## src/rtl/loader_pkg.sv

```systemverilog
// rtl/loader_pkg.sv - shared loader FSM states and constants
package loader_pkg;

    typedef enum logic {
        FILL  = 1'b0,
        ISSUE = 1'b1
    } state_e;

    localparam int PU_LAT     = 2;
    localparam int GROUP_SIZE = 4;
    localparam int SLOT_W     = $clog2(GROUP_SIZE);

endpackage

```

## src/rtl/valid_delay.sv

```systemverilog
// rtl/valid_delay.sv - fixed-depth shift line for a single valid bit
module valid_delay #(
    parameter int DEPTH = 2
) (
    input  logic clk,
    input  logic rst,
    input  logic valid_i,
    output logic valid_o
);

    logic [DEPTH-1:0] shift_q;

    always_ff @(posedge clk or posedge rst) begin
        if (rst) begin
            shift_q <= '0;
        end else begin
            shift_q[0] <= valid_i;
            for (int i = 1; i < DEPTH; i++) begin
                shift_q[i] <= shift_q[i-1];
            end
        end
    end

    assign valid_o = shift_q[DEPTH-1];

endmodule

```

## src/rtl/operand_loader.sv

```systemverilog
// rtl/operand_loader.sv - gathers serial beats into 4-operand groups for the processing unit
// Optional partial-group flush port enabled by OPERAND_LOADER_FLUSH_EN.
module operand_loader
    import loader_pkg::*;
#(
    parameter int XLEN = 5,
    parameter int CNTW = 8
) (
    input  logic            clk,
    input  logic            rst,
    input  logic [XLEN-1:0] in_data,
    input  logic            in_valid,
    output logic            in_ready,
    input  logic            hold,
`ifdef OPERAND_LOADER_FLUSH_EN
    input  logic            flush,
`endif
    output logic [XLEN-1:0] num1,
    output logic [XLEN-1:0] num2,
    output logic [XLEN-1:0] num3,
    output logic [XLEN-1:0] num4,
    output logic            issue,
    output logic            result_valid,
    output logic [CNTW-1:0] grp_cnt
);

    state_e            state_q, state_d;
    logic [SLOT_W-1:0] cnt_q, cnt_d;
    logic [XLEN-1:0]   slot_q [GROUP_SIZE];
    logic [XLEN-1:0]   slot_d [GROUP_SIZE];
    logic [XLEN-1:0]   num_q  [GROUP_SIZE];
    logic              issue_q;
    logic [CNTW-1:0]   grp_cnt_q;
    logic              accept;
    logic              copy;
    logic              flush_req;

`ifdef OPERAND_LOADER_FLUSH_EN
    assign flush_req = flush;
`else
    assign flush_req = 1'b0;
`endif

    // Ready never looks at in_valid, so upstream can drive valid from ready safely.
    assign in_ready = !rst && ((state_q == FILL) || !hold);
    assign accept   = in_valid && in_ready;

    always_comb begin
        state_d = state_q;
        cnt_d   = cnt_q;
        slot_d  = slot_q;
        copy    = 1'b0;
        case (state_q)
            FILL: begin
                if (accept) begin
                    slot_d[cnt_q] = in_data;
                    cnt_d         = cnt_q + 1'b1;
                end
                if (accept && (cnt_q == SLOT_W'(GROUP_SIZE - 1))) begin
                    state_d = ISSUE;
                end else if (flush_req && (accept || (cnt_q != '0))) begin
                    for (int k = 0; k < GROUP_SIZE; k++) begin
                        if (k >= int'(cnt_q) + int'(accept)) begin
                            slot_d[k] = '0;
                        end
                    end
                    cnt_d   = '0;
                    state_d = ISSUE;
                end
            end
            ISSUE: begin
                if (!hold) begin
                    copy    = 1'b1;
                    state_d = FILL;
                    cnt_d   = '0;
                    // The release cycle already accepts slot 0 of the next group.
                    if (accept) begin
                        slot_d[0] = in_data;
                        cnt_d     = SLOT_W'(1);
                    end
                end
            end
            default: ;
        endcase
    end

    always_ff @(posedge clk or posedge rst) begin
        if (rst) begin
            state_q   <= FILL;
            cnt_q     <= '0;
            issue_q   <= 1'b0;
            grp_cnt_q <= '0;
            for (int k = 0; k < GROUP_SIZE; k++) begin
                slot_q[k] <= '0;
                num_q[k]  <= '0;
            end
        end else begin
            state_q <= state_d;
            cnt_q   <= cnt_d;
            issue_q <= copy;
            slot_q  <= slot_d;
            if (copy) begin
                num_q     <= slot_q;
                grp_cnt_q <= grp_cnt_q + CNTW'(1);
            end
        end
    end

    valid_delay #(
        .DEPTH(PU_LAT)
    ) u_result_delay (
        .clk    (clk),
        .rst    (rst),
        .valid_i(issue_q),
        .valid_o(result_valid)
    );

    assign num1    = num_q[0];
    assign num2    = num_q[1];
    assign num3    = num_q[2];
    assign num4    = num_q[3];
    assign issue   = issue_q;
    assign grp_cnt = grp_cnt_q;

endmodule

```

## config.mk

```make
export PLATFORM = sky130hd
export DESIGN_NAME = operand_loader
export DESIGN_NICKNAME = d
export VERILOG_FILES = /design/src/rtl/loader_pkg.sv /design/src/rtl/valid_delay.sv /design/src/rtl/operand_loader.sv
export SDC_FILE = /design/constraint.sdc
export NUM_CORES = 1
export LEC_CHECK = 0
export ABC_AREA = 1
export BUFFER_PORTS_ARGS = -buffer_cell sky130_fd_sc_hd__buf_2
export CORE_MARGIN = 4
export CORE_UTILIZATION = 45
export DETAILED_ROUTE_END_ITERATION = 8
export HOLD_SLACK_MARGIN = 0.03
export PLACE_DENSITY = 0.67
export SYNTH_ARGS = -nofsm -noshare
export SYNTH_HDL_FRONTEND = slang
export SYNTH_SLANG_ARGS = --single-unit
export TNS_END_PERCENT = 100
```

## constraint.sdc

```tcl
create_clock -name clk -period 3 [get_ports clk]
set_input_delay 0.15 -clock clk [delete_from_list [all_inputs] [get_ports clk]]
set_output_delay 0.15 -clock clk [all_outputs]
set_load 0.02 [all_outputs]
```

After elaboration in Yosys (flattened, before gate mapping)
Index checks and enable logic that the tools add are counted.
- add/sub/neg operators: 2
- order comparisons: 2
- eq/ne operators: 4
- muxes and demuxes: 16
- bitwise operators: 2
- reduce and logical (&&, ||, !) cells: 10
- operator list (operator ; count):
    $bwmux W20 ; 1
    $mux W20 ; 1
    $mux W5 ; 3
    $demux W5 S2 ; 1
    $pmux W5 S2 ; 1
    $add A8 B1 Y8 const B ; 1
    $mux W1 ; 5
    $logic_and A1 B1 Y1 ; 4
    $mux W2 ; 2
    $ne A2 B2 Y1 const B ; 2
    $pmux W2 S2 ; 1
    $reduce_and A2 Y1 ; 2
    $ge A3 B3 Y1 const B ; 1
    $lt A3 B1 Y1 const B ; 1
    $not A2 Y3 ; 1
    $reduce_and A3 Y1 ; 1
    $add A2 B1 Y2 const B ; 1
    $eq A2 B2 Y1 const B ; 1
    $logic_not A1 Y1 ; 2
    $ne A2 B1 Y1 const B ; 1
    $pmux W1 S2 ; 1
    $logic_or A1 B1 Y1 ; 1
    $not A1 Y1 ; 1
- register bits: 54
- input port bits: 9
- logic and storage cells: 49

Longest topological paths before layout
Gate-level depths: netlist (run 1).
- depth in word-level cells: 8
- depth in mapped cells: 7

By module
From an unflattened synthesis (run 1), not the netlist that was laid out.
- cell total of the unflattened synthesis: 250
- area, all modules: 2217.1 um^2
- by module, submodules not included (module ; instances ; cells each ; area an instance (um^2) ; seq. area each (um^2)):
    operand_loader ; 1 ; 247 ; 2163.3 ; 1301.2
    valid_delay ; 1 ; 3 ; 53.8 ; 50.0

Worst setup path after synthesis (run 1)
Ideal clock, no wire load.
- path type: input to register
- start point: in rst
- end point: reg slot_q[0] in the netlist's numbering
- arrival: 2.010 ns
- data required time: 2.883 ns
- setup slack: 0.873 ns
- stages on the path: 6
- cells stage by stage: inv_1 > nand4_2 > inv_1 > nand2_1 > nand2_1 > nand2_1
- word-level cells in the longest chain between the ends: 4
- ends and longest elaborated chain (what ; line ; RTL):
    start: declaration ; operand_loader.sv:10 ; input logic rst,
    $logic_not A1 Y1 (no source line) ; -- ;
    $logic_and A1 B1 Y1 ; operand_loader.sv:45 ; assign in_ready = !rst && ((state_q == FILL) || !hold);
    $logic_and A1 B1 Y1 ; operand_loader.sv:46 ; assign accept = in_valid && in_ready;
    $reduce_and A2 Y1 (no source line) ; -- ;
    end signal: assignment ; operand_loader.sv:101 ; slot_q <= slot_d;
    end: declaration ; operand_loader.sv:29 ; logic [XLEN-1:0] slot_q [GROUP_SIZE];
No other way between the ends.
A chain may end at the register's enable or synchronous reset.

Final worst setup path (run 1)
Same ends and word-level chain as after synthesis.

==> results of run 1 <==
==> routing by layer <==
metal,share of wire [%],vias up
met5,0,-
met4,0.96,0
met3,5.2,6
met2,45,37
met1,49,781
li1,-,847
==> repair_timing <==
item                                   CTS  global route
resized for setup                        0             0
hold buffers                             1             0
setup endpoints to repair                0             0
endpoints found under the hold margin   25             0
==> state kept, by name, indices dropped and copies added, names as in the netlist <==
register and cells:
cnt_q 2, slot_q 20, num1 5, state_q 1, u_result_delay.shift_q 2, issue 1
num2 5, grp_cnt 8, num4 5, num3 5
==> through the flow <==
| step | instance area [um2] | utilization [%] |
|---|---|---|
| 6_report | 2580 | 54.2 |
| 5_1_grt | 2580 | 54.2 |
| 4_1_cts | 2580 | 54.2 |
| 3_5_place_dp | 2460 | 51.8 |
| 3_3_place_gp | 2460 | 51.8 |
| 2_1_floorplan | 2210 | - |
==> power by group <==
part           switching, mW  internal (mW)
Sequential             0.165           1.02
Clock                  0.220          0.250
Combinational          0.504          0.264
Total                  0.889           1.53
==> worst max-delay path by stage <==
| stage | depth (start not counted) | endpoint | slack [ns] |
|---|---|---|---|
| after floorplan | 6 | slot_q[0] | 0.87 |
| after global placement | 5 | cnt_q[1] | 1.37 |
| after detailed placement | 5 | num1[4] | 1.34 |
| after CTS | 7 | slot_q[14] | 1.22 |
| after global routing | 7 | slot_q[15] | 1.00 |
| final | 8 | slot_q[0] | 1.27 |
==> kinds of logic after synthesis <==
family | after synthesis
XOR/XNOR | 5
AND/OR/NAND/NOR | 150
flip-flops | 54
AO/OA/AOI/OAI | 11
adder cells (fa/ha/maj) | 5
buffers and inverters | 24
==> tightest hold or removal path: cells and delay by family <==
kind	cells	cell delay [ns]
buf+inv	1	0.12
simple gates	2	0.12
==> synthesized netlist by cell type <==
master	count	area (um2)
a21oi_1	1	5.00
buf_2	3	15.0
buf_6	2	22.5
dfrtp_1	54	1350
ha_1	5	62.6
inv_1	17	63.8
inv_2	2	7.51
nand2_1	130	488
nand3_1	6	30.0
nand4_1	1	6.26
nand4_2	1	12.5
nor2_1	10	37.5
nor2_2	1	6.26
nor2_4	1	11.3
o21ai_0	10	50.1
xnor2_1	2	17.5
xor2_1	3	26.3
==> layout make-up <==
type / count / area [um2] / area share (%)
inverters: 19 / 71.3 / 2.77
multi-input cells: 171 / 753 / 29.2
well taps: 67 / 83.8 / 3.25
clock buffers: 7 / 76.3 / 2.96
flip-flops and latches: 54 / 1350 / 52.4
repair buffers: 41 / 213 / 8.25
clock inverters: 1 / 30.0 / 1.16
==> run metrics, run 1 <==
number of global-route vias before repair between 1.5k and 2k; largest family of logic cells by synthesized area simple AND/OR/NAND/NOR gates; Slowest cell on crit path dlygate4sd3_1; Bufs on Longest Clock Path 2; number of filler instances in the final layout between 400 and 500; WHS Path Cells 3; worst relative slew slack a little over three fifths; capture point of the worst reg-to-reg path num1[2]; cell at the root of the clock tree clkbuf_8; Port-buffer cells 39; total clock buffers created by CTS 5; number of antenna violations at the first check in global routing 0; Max-cap violations 0; number of buffers and inverters on the critical path 4; Final Max Slew Viols 0; global-route wire length before repair roughly 7.3 mm; Site Rows 25; unrepaired setup endpoints after global routing no; global-route met3 utilization under 10%; count of routing violations after the opening detailed-route iteration 84; antenna diode count 0; I/O Pins 40; Cell Pwr Density approximately 940 nW/um2; detailed-router iteration count before antenna repair 4; cells along the critical path dlygate4sd3_1, buf_2, inv_2, nand4_2, inv_1, nand2_1, nand2_1, nand2_1; placeable core region 4750 um2; xor and xnor fraction of the mapped netlist area 1.98%; Post-Synthesis Cells approximately 250; sequential-to-total area share from yosys stat about three fifths; Most Crowded Layer GR met2; fin cells 360; endpoint with the worst hold slack slot_q[9]; worst path setup slack after routing ~1.3 ns; clock tree from TritonCTS done; Max Fanout on Critical Path 28; nature of the critical path startpoint primary input; level count of the clock H-tree 2; area enclosed by the die boundary roughly 6100 um2; clock latency reported for the late side of the worst-skew pair around 0.30 ns; Via Count between 1.5k and 2k; synthesized-area fraction occupied by ao, oa, aoi and oai cells 2.49%; flops & latches, synth 54; kind of critical path in2reg; global-route track usage on met2 between 20 and 25%; library cells used by synthesis 17; simple logic cell fraction of the synthesized area a little over a quarter; clock-pin transition on the worst setup and hold timing paths ~0.09 ns; routed length per instance roughly 12 um; worst voltage drop across the vdd grid 0.526 mV; number of buffers inserted to repair setup after CTS 0; global-route usage over all layers between 10% and 20%; detailed-route DRC error count 0; routability congestion estimate between 0.7 and 0.8; required time of the critical path 3.20 ns; R2R cell count 5; Final period util around 58%; largest net degree at the start of global routing 30; Final setup viols 0; area of the mapped netlist roughly 2200 um2; Data arrival, critical path 1.93 ns; startpoint of the worst hold path in_data[4]; run status complete, no violations; most common cell type on the critical path nand2_1; height of the die just under 80 um; die extent in x roughly 78 um; final wirelength 4.18 mm; fin crit period approximately 1.7 ns; final-report hold violation count 0; setup TNS after final layout 0 ns; total overflow reported by the global router 0; proportion of layout cells with a drive suffix above 1 17.7%; CP Capture Type flip-flop; launching point of the worst reg2reg path state_q; post-synthesis area per instance 8.89 um2; vias per inst roughly 4.6; transition time at the pin with the least slew margin 0.558 ns; detailed-placement wirelength estimate 2.98 mm; worst slack after detailed placement about 1.3 ns; post-synth net total roughly 260; slowest stage delay, CP 0.53 ns; fraction of the mapped netlist area in adder cells about 2.8%; maximum achievable frequency around 0.58 GHz; count of antenna-violating nets left after detailed routing 0; initial core utilization 46.6%; Total Power Consumption approximately 2.4 mW; commonest non-fill, non-tap cells in the layout 130 x nand2_1, 54 x dfrtp_1, 39 x buf_2; Final Skew around 0.0066 ns; delay-heaviest family, CP buffers and inverters; mux cell area share after synthesis 0%; Reg2Reg Setup Slack ~1.4 ns; hold_ws between 0.1 and 0.15 ns; number of sinks on the clock net 54; count of yosys warnings during synthesis 0; commonest non-fill, non-tap cell in the layout nand2_1; net total in the final layout around 300; number of cells after detailed placement between 300 and 400; reported leakage power around 1.5 nW; P&R area growth vs syn 16.5%; met1 GRT Util about a fifth; Critical Path Source rst; class of the tightest hold or removal check in2reg
Power figures use the tool's default switching activity.
==> run 2: changes to the inputs <==
--- a/config.mk
+++ b/config.mk
@@ -5,13 +5,13 @@
 export SDC_FILE = /design/constraint.sdc
 export NUM_CORES = 1
 export LEC_CHECK = 0
-export ABC_AREA = 1
+export ABC_AREA = 0
 export BUFFER_PORTS_ARGS = -buffer_cell sky130_fd_sc_hd__buf_2
 export CORE_MARGIN = 4
 export CORE_UTILIZATION = 45
 export DETAILED_ROUTE_END_ITERATION = 8
 export HOLD_SLACK_MARGIN = 0.03
-export PLACE_DENSITY = 0.67
+export PLACE_DENSITY = 0.69
 export SYNTH_ARGS = -nofsm -noshare
 export SYNTH_HDL_FRONTEND = slang
 export SYNTH_SLANG_ARGS = --single-unit
==> constraint.sdc (replaced) <==
create_clock -name clk -period 1.5 [get_ports clk]
set_input_delay 0.075 -clock clk [delete_from_list [all_inputs] [get_ports clk]]
set_output_delay 0.075 -clock clk [all_outputs]
set_load 0.02 [all_outputs]
==> run 2 against run 1 <==
Against the previous run:
- clock skew up 0.00096 ns
- register-to-register slack got worse by 1.3 ns
- critical path depth down 4
- worst hold slack worse by 0.056 ns
- clock power increased by 78%
- final area is 4.0% higher
==> run metrics, run 2 <==
share of flip-flops with an asynchronous set or reset after synthesis 100%; routed length per instance 13.4 um; internal power about 3.2 mW; count of yosys warnings during synthesis 0; final-report hold violation count 0; placeable core region 4750 um2; combinational cell fraction of total power 34.4%; global-route usage over all layers 14.1%; Site Rows 25; EDFF count, synth 0; Reg2Reg Setup Slack roughly 0.047 ns; initial core utilization a little under half; launching point of the worst reg2reg path state_q; level count of the clock H-tree 2; area share of the leading cell type in the synthesized netlist a little over 60%; number of buffers inserted to repair setup after CTS 0; worst path setup slack after routing about 0.047 ns; library cells used by synthesis 28; endpoint with the worst hold slack slot_q[6]; die extent in x 78.5 um; Data arrival, critical path approximately 1.7 ns; fin crit period 1.45 ns; library cell occupying the most area in the post-synthesis netlist dfrtp_1; Final Skew between 0.007 and 0.008 ns; transition time at the pin with the least slew margin roughly 0.56 ns; worst relative slew slack between 60% and 70%; worst voltage drop across the vdd grid between 0.7 and 0.8 mV; fin cells about 300; unrepaired setup endpoints after global routing yes; sequential-to-total area share from yosys stat 60.4%; run status complete, no violations; power spent charging and discharging nets ~1.7 mW; number of sinks on the clock net between 50 and 60; startpoint of the worst hold path in_data[1]; post-synthesis area per instance between 10 and 15 um2; leading post-synthesis cells by instance count 68 x nand2_1, 54 x dfrtp_1, 15 x mux2_4; kind of critical path reg2reg; reported leakage power ~1.4 nW; largest net degree at the start of global routing 31; detailed-placement wirelength estimate between 2 and 3 mm; total clock buffers created by CTS 5; predominant post-synthesis flop cell dfrtp_1; P&R area growth vs syn 19.9%; commonest non-fill, non-tap cell in the layout nand2_1; number of cells after detailed placement roughly 290; maximum achievable frequency between 0.6 and 0.7 GHz; number of global-route vias before repair 1387; final cell utilization of the core 56.4%; Cell Pwr Density about 1800 nW/um2; register bank with the most flops slot_q; height of the die 78.5 um; WHS Path Cells 2; final wirelength around 4 mm; flops & latches, synth 54; Max Fanout on Critical Path 6; synth top area cells dfrtp_1 60%, nand2_1 11%, mux2_4 10%; I/O Pins 40; Via Count 1423; global-route track usage on met2 roughly 22%; cell at the root of the clock tree clkbuf_8; Most Crowded Layer GR met2; required time of the critical path roughly 1.7 ns; library cell with the highest instance count after synthesis nand2_1; global-route met3 utilization under 10%; area of the mapped netlist 2240 um2; class of the tightest hold or removal check in2reg; clock-pin transition on the worst setup and hold timing paths approximately 0.1 ns; flip-flop count of the largest register, all copies and words added 20; proportion of layout cells with a drive suffix above 1 between 30% and 40%; detailed-route DRC error count 0; count of antenna-violating nets left after detailed routing 0; switching power as a share of total power approximately a third; Port-buffer cells 39; antenna diode count 0; Final setup viols 0; area enclosed by the die boundary 6160 um2; Final period util approximately 97%; detailed-router iteration count before antenna repair 4; net total in the final layout approximately 250; commonest non-fill, non-tap cells in the layout 68 x nand2_1, 53 x dfrtp_1, 39 x buf_2; Final Max Slew Viols 0; vias per inst between 4 and 5; Bufs on Longest Clock Path 2; Max-cap violations 0; clock latency reported for the late side of the worst-skew pair 0.31 ns; post-synth net total ~200; relative contribution of the clock network to total power between 15 and 20%; count of routing violations after the opening detailed-route iteration 63; global-route wire length before repair slightly below 7 mm; number of filler instances in the final layout around 440; routability congestion estimate around 0.83; worst slack after detailed placement -0.0738 ns; CP Capture Type flip-flop; nature of the critical path startpoint flip-flop; met1 GRT Util 18.7%; R2R cell count 4; total overflow reported by the global router 0; capture point of the worst reg-to-reg path slot_q[4]; number of antenna violations at the first check in global routing 0; Sequential Power Share 48.6%; Post-Synthesis Cells between 150 and 200; clock tree from TritonCTS done
-- run 2: cell count changes after synthesis, moves of 3 or more --
cell,delta
inv_1,-13
xnor2_1,+3
mux2_4,+15
nand2_1,-62
mux2_2,+5
nand3_1,-6
and2_1,+3
nor2_1,-9
o21ai_0,-9
-- run 2: logic make-up after synthesis --
| family | share of synthesized area [%] |
|---|---|
| simple gates | 16.0 |
| flops | 60.4 |
| mux | 12.6 |
| buf+inv | 3.30 |
| xor+xnor | 3.08 |
| compound gates | 1.85 |
| fa+ha+maj | 2.80 |
-- run 2: worst max path at each step --
stage,startpoint,end,slack [ns],cells past startpoint
after floorplan,rst,cnt_q[0],0.11,1
after global placement,state_q,slot_q[13],0.03,3
after global routing,state_q,slot_q[1],-0.04,4
final,state_q,slot_q[4],0.05,4
after detailed placement,state_q,slot_q[11],-0.07,3
after CTS,state_q,slot_q[11],0.003,3
-- run 2: final cells by class --
| cell class | count | area (um2) | share of cell area (%) |
|---|---|---|---|
| inverter | 5 | 18.8 | 0.700 |
| clock inverter | 2 | 12.5 | 0.466 |
| clock buffer | 6 | 82.6 | 3.08 |
| multi-input combinational | 120 | 835 | 31.1 |
| sequential | 54 | 1350 | 50.4 |
| tap | 67 | 83.8 | 3.13 |
| timing repair buffer | 49 | 298 | 11.1 |
-- run 2: power groups by stage --
| stage | clock [mW] | sequential, mW | combinational, mW |
|---|---|---|---|
| finish | 0.838 | 2.40 | 1.70 |
| global route | 0.924 | 2.47 | 1.87 |
| CTS | 0.867 | 2.40 | 1.70 |
| detailed placement | 0 | 2.42 | 1.69 |
| global placement | 0 | 2.40 | 1.66 |
| floorplan | 0 | 2.70 | 0.845 |
-- run 2: worst max-delay path, stage by stage (launching register included) --
cell and delay, ns:
dfrtp_2 0.47, nor3b_4 0.26, and2_4 0.19, buf_4 0.13
mux2_4 0.29
-- run 2: metrics by stage --
stage | total power, mW | instance area [um2] | setup TNS [ns] | hold WS (ns)
2_1_floorplan | 3.55 | 2240 | 0 | 0.223
3_3_place_gp | 4.06 | 2550 | 0 | 0.186
3_5_place_dp | 4.12 | 2550 | -0.531 | 0.190
4_1_cts | 4.97 | 2660 | 0 | 0.0446
5_1_grt | 5.26 | 2680 | -0.224 | 0.0512
6_report | 4.93 | 2680 | 0 | 0.0491
-- run 2: routing by layer --
metal	wire length (um)	share of wire (%)	vias up
li1	-	-	699
met1	1940	48	682
met2	1870	46	34
met3	183	4.5	8
met4	74	1.8	0
met5	0	0	-
-- run 2: timing repair --
action / 4_1_cts / 5_1_grt
hold buffers: 1 / 0
endpoints found under the setup margin: 10 / 20
resized for setup: 2 / 7
endpoints found under the hold margin: 24 / 0
pin swaps: 0 / 2
==> run 3: changes to the inputs <==
--- a/config.mk
+++ b/config.mk
@@ -11,7 +11,7 @@
 export CORE_UTILIZATION = 45
 export DETAILED_ROUTE_END_ITERATION = 8
 export HOLD_SLACK_MARGIN = 0.03
-export PLACE_DENSITY = 0.69
+export PLACE_DENSITY = 0.67
 export SYNTH_ARGS = -nofsm -noshare
 export SYNTH_HDL_FRONTEND = slang
 export SYNTH_SLANG_ARGS = --single-unit
==> constraint.sdc (replaced) <==
create_clock -name clk -period 1.55 [get_ports clk]
set_input_delay 0.0775 -clock clk [delete_from_list [all_inputs] [get_ports clk]]
set_output_delay 0.0775 -clock clk [all_outputs]
set_load 0.02 [all_outputs]
==> run 3 against run 2 <==
Against the previous run:
- global-route usage up 0.80 points
- clock power increased by 14%
- wire length decreased by 0.71%
- sequential share of layout area rose by 0.45 points
- via count is 0.91% lower
- non-clock buffer count shrank 1
- sequential cell count unchanged
- count of clock-buffer cells in the layout stayed put
- critical path type unchanged
- largest cell class unchanged
==> run metrics, run 3 (synthesis gave the netlist of run 2 again) <==
antenna diode count 0; global-route usage over all layers 14.9%; internal power 3.20 mW; kind of critical path reg2reg; I/O Pins 40; reported leakage power around 1.4 nW; flip-flop count of the largest register, all copies and words added 20; placeable core region about 4800 um2; required time of the critical path around 1.8 ns; number of sinks on the clock net 54; Site Rows 25; routability congestion estimate between 0.7 and 0.8; detailed-placement wirelength estimate 2.87 mm; P&R area growth vs syn 18.7%; final wirelength between 4 and 5 mm; vias per inst 4.67; final-report hold violation count 0; Via Count between 1k and 1.5k; clock tree from TritonCTS done; fin crit period roughly 1.5 ns; R2R cell count 4; net total in the final layout 248; total overflow reported by the global router 0; Max-cap violations 0; power spent charging and discharging nets between 1.5 and 2 mW; hold_ws 0.0552 ns; Port-buffer cells 39; worst voltage drop across the vdd grid 0.620 mV; register bank with the most flops slot_q; Final setup viols 0; die extent in x 78.5 um; run status complete, no violations; cell at the root of the clock tree clkbuf_8; count of antenna-violating nets left after detailed routing 0; Total Power Consumption between 4 and 5 mW; Final Max Slew Viols 0; number of global-route vias before repair 1413; routed length per instance 13.4 um; global-route wire length before repair just over 7 mm; Bufs on Longest Clock Path 2; combinational cell fraction of total power around 33%; maximum achievable frequency between 0.6 and 0.7 GHz; Max Fanout on Critical Path 6; total clock buffers created by CTS 5; Slowest cell on crit path dfrtp_1; Cell Pwr Density approximately 1800 nW/um2; worst relative slew slack around four fifths; largest net degree at the start of global routing 55; relative contribution of the clock network to total power between 10% and 20%; transition time at the pin with the least slew margin roughly 0.28 ns; cells along the critical path nor3b_2, and2_1, buf_4, mux2_4; level count of the clock H-tree 2; CP Capture Type flip-flop; count of routing violations after the opening detailed-route iteration 100; Data arrival, critical path 1.67 ns; nature of the critical path startpoint flip-flop; number of antenna violations at the first check in global routing 0; commonest non-fill, non-tap cells in the layout 68 x nand2_1, 54 x dfrtp_1, 39 x buf_2; height of the die around 80 um; WHS Path Cells 2; detailed-route DRC error count 0; commonest non-fill, non-tap cell in the layout nand2_1; clock latency reported for the late side of the worst-skew pair between 0.3 and 0.4 ns; switching power as a share of total power between 30 and 40%; class of the tightest hold or removal check in2reg; detailed-router iteration count before antenna repair 4; slowest stage delay, CP 0.45 ns; initial core utilization between 40% and 50%; proportion of layout cells with a drive suffix above 1 a little over a third; Final Skew about 0.0090 ns; area enclosed by the die boundary between 6000 and 7000 um2; Sequential Power Share between 40 and 50%; clock-pin transition on the worst setup and hold timing paths roughly 0.10 ns; Final period util between 90% and 100%
run 3: changes by cell type in the layout (fill, tap and decap cells not counted), sizes merged:
cell / previous run / this run
bufinv: 0 / 1
buf: 48 / 47
clkinv: 1 / 0
run 3: worst max-delay path: cells and delay by family (launching register included):
family | cells | cell delay, ns
flops | 1 | 0.45
buf+inv | 1 | 0.16
mux | 1 | 0.30
simple gates | 2 | 0.47
run 3: metal layers:
layer	wire, um	vias to the layer above	global-route usage (%)
li1	-	697	-
met4	78	0	6.82
met1	1980	677	20.6
met3	196	7	4.47
met5	0	-	0
met2	1790	29	21.6
run 3: layout make-up:
class	count	area, um2
flip-flops and latches	54	1350
clock buffers	6	72.6
fillers	431	2100
repair buffers	48	278
clock inverters	2	37.5
inverters	5	18.8
multi-input cells	120	815
well taps	67	83.8
run 3: timing repair:
item                                    4_1_cts  5_1_grt
endpoints found under the setup margin        0       11
hold buffers                                  1        0
buffers inserted                              0        0
endpoints found under the hold margin        54        0
resized for setup                             0        2
run 3: final timing paths:
kind,slack (ns),startpoint,end
max reg2reg,0.08,state_q,slot_q[1]
max,0.08,state_q,slot_q[1]
min in group asynchronous,0.39,rst,num4[2]
min,0.06,in_data[3],slot_q[13]
min reg2reg,0.37,u_result_delay.shift_q[0],u_result_delay.shift_q[1]
max in group asynchronous,0.93,rst,slot_q[9]
run 3: stage by stage:
step	utilization (%)	worst slack [ns]	instance area, um2	std cells	setup TNS [ns]
after floorplan	-	0.158	2240	187	0
after global placement	53.3	0.104	2530	293	0
after detailed placement	53.3	0.0676	2530	293	0
after CTS	55.8	0.0462	2650	302	0
after global routing	55.9	-0.0140	2660	302	-0.0290
final	55.9	0.0786	2660	302	0
run 3: power groups by stage:
stage                     clock (mW)  combinational (mW)  sequential, mW
after floorplan                    0               0.818            2.62
after CTS                      0.978                1.60            2.32
after global routing            1.03                1.75            2.40
final                          0.954                1.57            2.31
after global placement             0                1.57            2.33
after detailed placement           0                1.60            2.34
